## src/rtl/clk_pkg.sv

```systemverilog
// Shared BCD helpers for the clock datapath: digit width, binary-to-BCD
// conversion for elaboration-time constants and per-digit validity check.
package clk_pkg;

  localparam int unsigned BCD_W      = 4;
  localparam int unsigned MAX_DIGITS = 4;
  localparam int unsigned VEC_W      = BCD_W * MAX_DIGITS;
  // One spare digit so that 10^MAX_DIGITS is representable.
  localparam int unsigned EXT_W      = BCD_W * (MAX_DIGITS + 1);

  function automatic logic [EXT_W-1:0] to_bcd(input int unsigned v);
    logic [EXT_W-1:0] r;
    int unsigned      t;
    r = '0;
    t = v;
    for (int i = 0; i < int'(MAX_DIGITS + 1); i++) begin
      r[i*BCD_W +: BCD_W] = BCD_W'(t % 10);
      t = t / 10;
    end
    return r;
  endfunction

  function automatic logic bcd_valid(input logic [VEC_W-1:0] vec);
    logic ok;
    ok = 1'b1;
    for (int i = 0; i < int'(MAX_DIGITS); i++) begin
      if (vec[i*BCD_W +: BCD_W] > 4'd9) ok = 1'b0;
    end
    return ok;
  endfunction

endpackage

```

## src/rtl/bcd_modulo_counter_digit.sv

```systemverilog
// Single decade cell: clear, load, forced wrap value, or step with
// decimal carry/borrow in and out.
module bcd_digit
  import clk_pkg::*;
(
  input  logic             i_clk,
  input  logic             i_reset_n,
  input  logic             i_clr,
  input  logic             i_load,
  input  logic [BCD_W-1:0] i_load_digit,
  input  logic             i_step,
  input  logic             i_inc,
  input  logic             i_wrap,
  input  logic [BCD_W-1:0] i_wrap_val,
  output logic [BCD_W-1:0] o_d,
  output logic             o_cout
);

  logic [BCD_W-1:0] d_q;
  logic [BCD_W-1:0] d_next;

  always_comb begin
    d_next = d_q;
    if (i_clr) begin
      d_next = '0;
    end else if (i_load) begin
      d_next = i_load_digit;
    end else if (i_wrap) begin
      d_next = i_wrap_val;
    end else if (i_step) begin
      if (i_inc) d_next = (d_q == 4'd9) ? 4'd0 : d_q + 4'd1;
      else       d_next = (d_q == 4'd0) ? 4'd9 : d_q - 4'd1;
    end
  end

  always_ff @(posedge i_clk or negedge i_reset_n) begin
    if (!i_reset_n) d_q <= '0;
    else            d_q <= d_next;
  end

  assign o_d    = d_q;
  assign o_cout = i_step & (i_inc ? (d_q == 4'd9) : (d_q == 4'd0));

endmodule

```

## src/rtl/bcd_modulo_counter.sv

```systemverilog
// Multi-digit BCD up/down counter with arbitrary modulus, load validation,
// combinational cascade carry and registered roll / load-error pulses.
module bcd_modulo_counter
  import clk_pkg::*;
#(
  parameter int unsigned DIGITS  = 2,
  parameter int unsigned MODULUS = 60
) (
  input  logic                  i_clk,
  input  logic                  i_reset_n,
  input  logic                  i_clr,
  input  logic                  i_ena,
  input  logic                  i_inc,
  input  logic                  i_load,
  input  logic [BCD_W*DIGITS-1:0] i_load_val,
  output logic [BCD_W*DIGITS-1:0] o_q,
  output logic                  o_carry,
  output logic                  o_roll,
  output logic                  o_load_err
);

  localparam int unsigned      W        = BCD_W * DIGITS;
  localparam logic [EXT_W-1:0] TERM_EXT = to_bcd(MODULUS - 1);
  localparam logic [EXT_W-1:0] MOD_EXT  = to_bcd(MODULUS);
  localparam logic [W-1:0]     TERM     = TERM_EXT[W-1:0];

  if (DIGITS < 1 || DIGITS > MAX_DIGITS || MODULUS < 2 || MODULUS > 10**DIGITS) begin : g_bad_param
    $error("bcd_modulo_counter: illegal DIGITS/MODULUS combination");
  end

  logic         term;
  logic         ena_eff;
  logic         load_ok;
  logic         load_acc;
  logic         step0;
  logic         overflow;
  logic         wrap;
  logic [W-1:0] wrap_vec;

  assign term     = i_inc ? (o_q == TERM) : (o_q == '0);
  assign ena_eff  = i_ena & ~i_clr & ~i_load;
  assign load_ok  = bcd_valid(VEC_W'(i_load_val)) && (EXT_W'(i_load_val) < MOD_EXT);
  assign load_acc = i_load & load_ok;
  assign step0    = ena_eff & ~term;
  // A chain overflow is only reachable from an out-of-range count; fold it into the wrap.
  assign wrap     = ena_eff & (term | overflow);
  assign wrap_vec = i_inc ? '0 : TERM;
  assign o_carry  = i_ena & term;

  for (genvar k = 0; k < int'(DIGITS); k++) begin : g_digit
    logic step;
    logic cout;
    if (k == 0) begin : g_lsd
      assign step = step0;
    end else begin : g_chain
      assign step = g_digit[k-1].cout;
    end
    bcd_digit u_digit (
      .i_clk        (i_clk),
      .i_reset_n    (i_reset_n),
      .i_clr        (i_clr),
      .i_load       (load_acc),
      .i_load_digit (i_load_val[k*BCD_W +: BCD_W]),
      .i_step       (step),
      .i_inc        (i_inc),
      .i_wrap       (wrap),
      .i_wrap_val   (wrap_vec[k*BCD_W +: BCD_W]),
      .o_d          (o_q[k*BCD_W +: BCD_W]),
      .o_cout       (cout)
    );
  end

  assign overflow = g_digit[DIGITS-1].cout;

  // Wrap and rejected-load pulses; clear and load both suppress a wrap via ena_eff.
  always_ff @(posedge i_clk or negedge i_reset_n) begin
    if (!i_reset_n) begin
      o_roll     <= 1'b0;
      o_load_err <= 1'b0;
    end else begin
      o_roll     <= wrap;
      o_load_err <= i_load & ~i_clr & ~load_ok;
    end
  end

endmodule

```

## config.mk

```make
export PLATFORM = sky130hd
export DESIGN_NAME = bcd_modulo_counter
export DESIGN_NICKNAME = d
export VERILOG_FILES = /design/src/rtl/clk_pkg.sv /design/src/rtl/bcd_modulo_counter_digit.sv /design/src/rtl/bcd_modulo_counter.sv
export SDC_FILE = /design/constraint.sdc
export NUM_CORES = 1
export LEC_CHECK = 0
export ABC_AREA = 0
export BUFFER_PORTS_ARGS = -buffer_cell sky130_fd_sc_hd__clkbuf_2
export CAP_MARGIN = 30
export CORE_MARGIN = 8
export CORE_UTILIZATION = 54
export DETAILED_ROUTE_END_ITERATION = 10
export PLACE_DENSITY = 0.82
export SLEW_MARGIN = 20
export SYNTH_ARGS = -nofsm -noshare
export SYNTH_HDL_FRONTEND = slang
export SYNTH_SLANG_ARGS = --single-unit
export TNS_END_PERCENT = 30
```

## constraint.sdc

```tcl
create_clock -name i_clk -period 6.27 [get_ports i_clk]
set_clock_uncertainty 0.1 [all_clocks]
set_input_delay 1.254 -clock i_clk [delete_from_list [all_inputs] [get_ports i_clk]]
set_output_delay 1.254 -clock i_clk [all_outputs]
set_load 0.03 [all_outputs]
```

==> results.md <==
- CTS H-tree lvls: 1
- Slowest cell on crit path: or4_4
- Seq pwr share: 41.1%
- Comb pwr share: 28.2%
- Synth warn: 0
- Worst-Margin Slew: 436.6 ps
- Setup-failing EPs final: 0
- Net count after synthesis: 125
- Vias per inst: 6.404
- Slew Limit Fails: 0
- Io pins: 25
- Commonest non-fill, non-tap cells in the layout: 24 x clkbuf_2, 10 x o21ai_0, 10 x dfrtp_1
- CTS tree: built
- Clk pwr share: 30.7%
- Rel. slew slack: 70.87%
- Mapped Cells: 111
- Antenna violations before repair: 0
- GP Congestion: 0.7891
- Initial DRC count: 40
- Root Driver: clkbuf_4
- Wire length per cell: 16.67 um
- Hold Violations, Final: 0
- Core ar.: 0.001524 mm^2
- Crit-path max cell delay: 520 ps
- Later-pin clock latency in the skew report: 270 ps
- Area Overhead vs Synth: 15.25%
- MaxCap Viol Count: 0
- TNS Setup: 0 ps
- Worst Hold Class: flip-flop to flip-flop
- Crit Reg-Reg Startpoint: g_digit[0].u_digit.o_d[0]
- Flop2flop setup slack: 4140 ps
- Synth Area per Inst: 7.981 um^2
- Reg-to-Reg End: g_digit[1].u_digit.o_d[3]
- DRC: 0
- Status: finished clean
- Critical path peak fanout: 20
- Die height: 56.50 um
- Fin util: 67.00%
- Hold slack: 630.8 ps
- Switching share of power: 34.46%
- Post-synthesis register bit count: 10
- Worst r2r path cells: 4
- Gr usage total: 15.02%
- Start point of the critical path: i_inc
- Req. time, crit path: 4920 ps
- Vias: 935
- Synth cell types: 42
- Commonest non-fill, non-tap cell in the layout: clkbuf_2
- Clk sinks: 10
- Layout cell share with drive strength beyond 1: 26.15%
- # port buffers: 24
- CP cell instances: clkbuf_2, or4_4, or4_4, a21boi_0, clkbuf_2
- LEAKAGE: 0.4485 nW
- WS Path Type: input pin to primary output
- Full die area: 0.003192 mm^2
- Synth Cell Area: 885.9 um^2
- Nets: 145
- Post-DP HPWL: 1.833 mm
- RSZ-0062 raised after global routing: false
- Crit path launch type: input pin
- Critical Path AT: 2900 ps
- Fin cells: 146
- Drt pass-1 iters: 4
- Async set-or-reset flop fraction in the synthesized netlist: 100.0%
- EDFF count, synth: 0
- Top achievable clock speed: 234.9 MHz
- Drt total wl: 2.434 mm
- Max rail drop VDD: 0.00008949 V
- Sw power: 0.06576 mW
- ANT cells: 0
- Final Critical Period: 4257 ps
- CTS Buf Count: 3
- Vias in the first global route: 920
- Overflow after GRT: 0
- Row count: 14
- Pint: 0.1251 mW
- Starting Density: 58.13%
- First-pass GRT wire length: 4.036 mm
- Capture point of the critical path: o_carry
- Share of the cycle needed by the critical path after routing: 67.90%
- Hold_buf cts: 0
- Clk buf depth: 2
- Ys flop type: dfrtp_1
- FILL cells: 140
- Placed Instances: 142
- Largest net degree at the start of global routing: 21
- Sequential fraction of the synthesis area: 28.25%
- Postcts setup bufs: 0
- Worst setup EP type: primary output
- Routed Antenna Nets: 0
- CTS clk-pin slew, worst paths: 70 ps
- Post-CTS sizing: 0
- Power density over cell area: 186.9 mW/mm^2
- Die width: 56.50 um
[layout make-up]
class	instances	area [um^2]	area share, %
clock buffer	4	36.28	3.554
timing repair buffer	24	120.1	11.76
inverter	3	11.26	1.103
tap	16	20.02	1.961
multi-input combinational	89	583.1	57.11
sequential	10	250.2	24.51
[power by group through the flow]
| stage | combinational [mW] | clock (mW) | sequential, mW |
|---|---|---|---|
| after global routing | 0.0590 | 0.0601 | 0.0794 |
| after global placement | 0.0522 | 0 | 0.0785 |
| after CTS | 0.0539 | 0.0583 | 0.0782 |
| after detailed placement | 0.0534 | 0 | 0.0793 |
| final | 0.0539 | 0.0585 | 0.0784 |
| after floorplan | 0.0368 | 0 | 0.0797 |
[cell usage after synthesis, types with 2 or more instances]
cell       number  area (um^2)
dfrtp_1        10        250.2
o21ai_0        10        50.05
clkbuf_1        8        30.03
nand2_1         7        26.28
nor2_1          7        26.28
a21oi_1         6        30.03
nand3_1         6        30.03
nand2b_1        4        25.02
nor2b_1         4        25.02
a32oi_1         3        26.28
and3_1          3        18.77
inv_1           3        11.26
or3_1           3        18.77
a211oi_1        2        15.01
a22oi_1         2        15.01
a311oi_1        2        17.52
mux2i_1         2        20.02
o2111ai_1       2        17.52
o22ai_1         2        12.51
or4_4           2        22.52
xnor2_1         2        17.52
[worst max-delay path: cells and delay by family]
kind                   cells  cell delay, ps
AND/OR/NAND/NOR            2            1020
buffers and inverters      2             470
AO/OA/AOI/OAI              1             160
[worst min path at each step]
stage                              start                   endpoint  slack, ps  cells after the start
6_report       g_digit[1].u_digit.o_d[3]  g_digit[1].u_digit.o_d[3]        630                      2
5_1_grt        g_digit[1].u_digit.o_d[3]  g_digit[1].u_digit.o_d[3]        670                      2
4_1_cts        g_digit[1].u_digit.o_d[3]  g_digit[1].u_digit.o_d[3]        620                      2
3_5_place_dp   g_digit[1].u_digit.o_d[3]  g_digit[1].u_digit.o_d[3]        610                      2
3_3_place_gp   g_digit[0].u_digit.o_d[1]  g_digit[0].u_digit.o_d[1]        590                      2
2_1_floorplan  g_digit[0].u_digit.o_d[1]  g_digit[0].u_digit.o_d[1]        720                      3
[per-layer routing]
metal,up-vias,wire length (um),GRT usage [%]
li1,460,-,-
met1,436,1054,16.82
met2,32,1174,25.71
met3,7,141,2.022
met4,0,63,9.622
met5,-,0,0
[cells by family (layout without fill, tap and decap cells)]
logic type / after synthesis / count (layout) / synth area share, %
xor+xnor: 2 / 2 / 1.978
buf+inv: 12 / 31 / 5.932
mux: 2 / 2 / 2.260
simple gates: 47 / 47 / 31.78
flops: 10 / 10 / 28.25
compound gates: 38 / 38 / 29.81
[per-stage QoR]
step / total power [mW] / instance area [um^2] / setup slack, ps
final: 0.1908 / 1021 / 2013
after global routing: 0.1985 / 1021 / 1954
after CTS: 0.1904 / 1021 / 2008
after detailed placement: 0.1328 / 984.7 / 2017
after global placement: 0.1307 / 984.7 / 2054
after floorplan: 0.1165 / 885.9 / 1997
[flip-flops by register name (all words and copies together), names as in the netlist]
| name | cells |
|---|---|
| o_load_err | 1 |
| o_roll | 1 |
| g_digit.u_digit.o_d | 8 |
(Power assumes the default switching activity.)
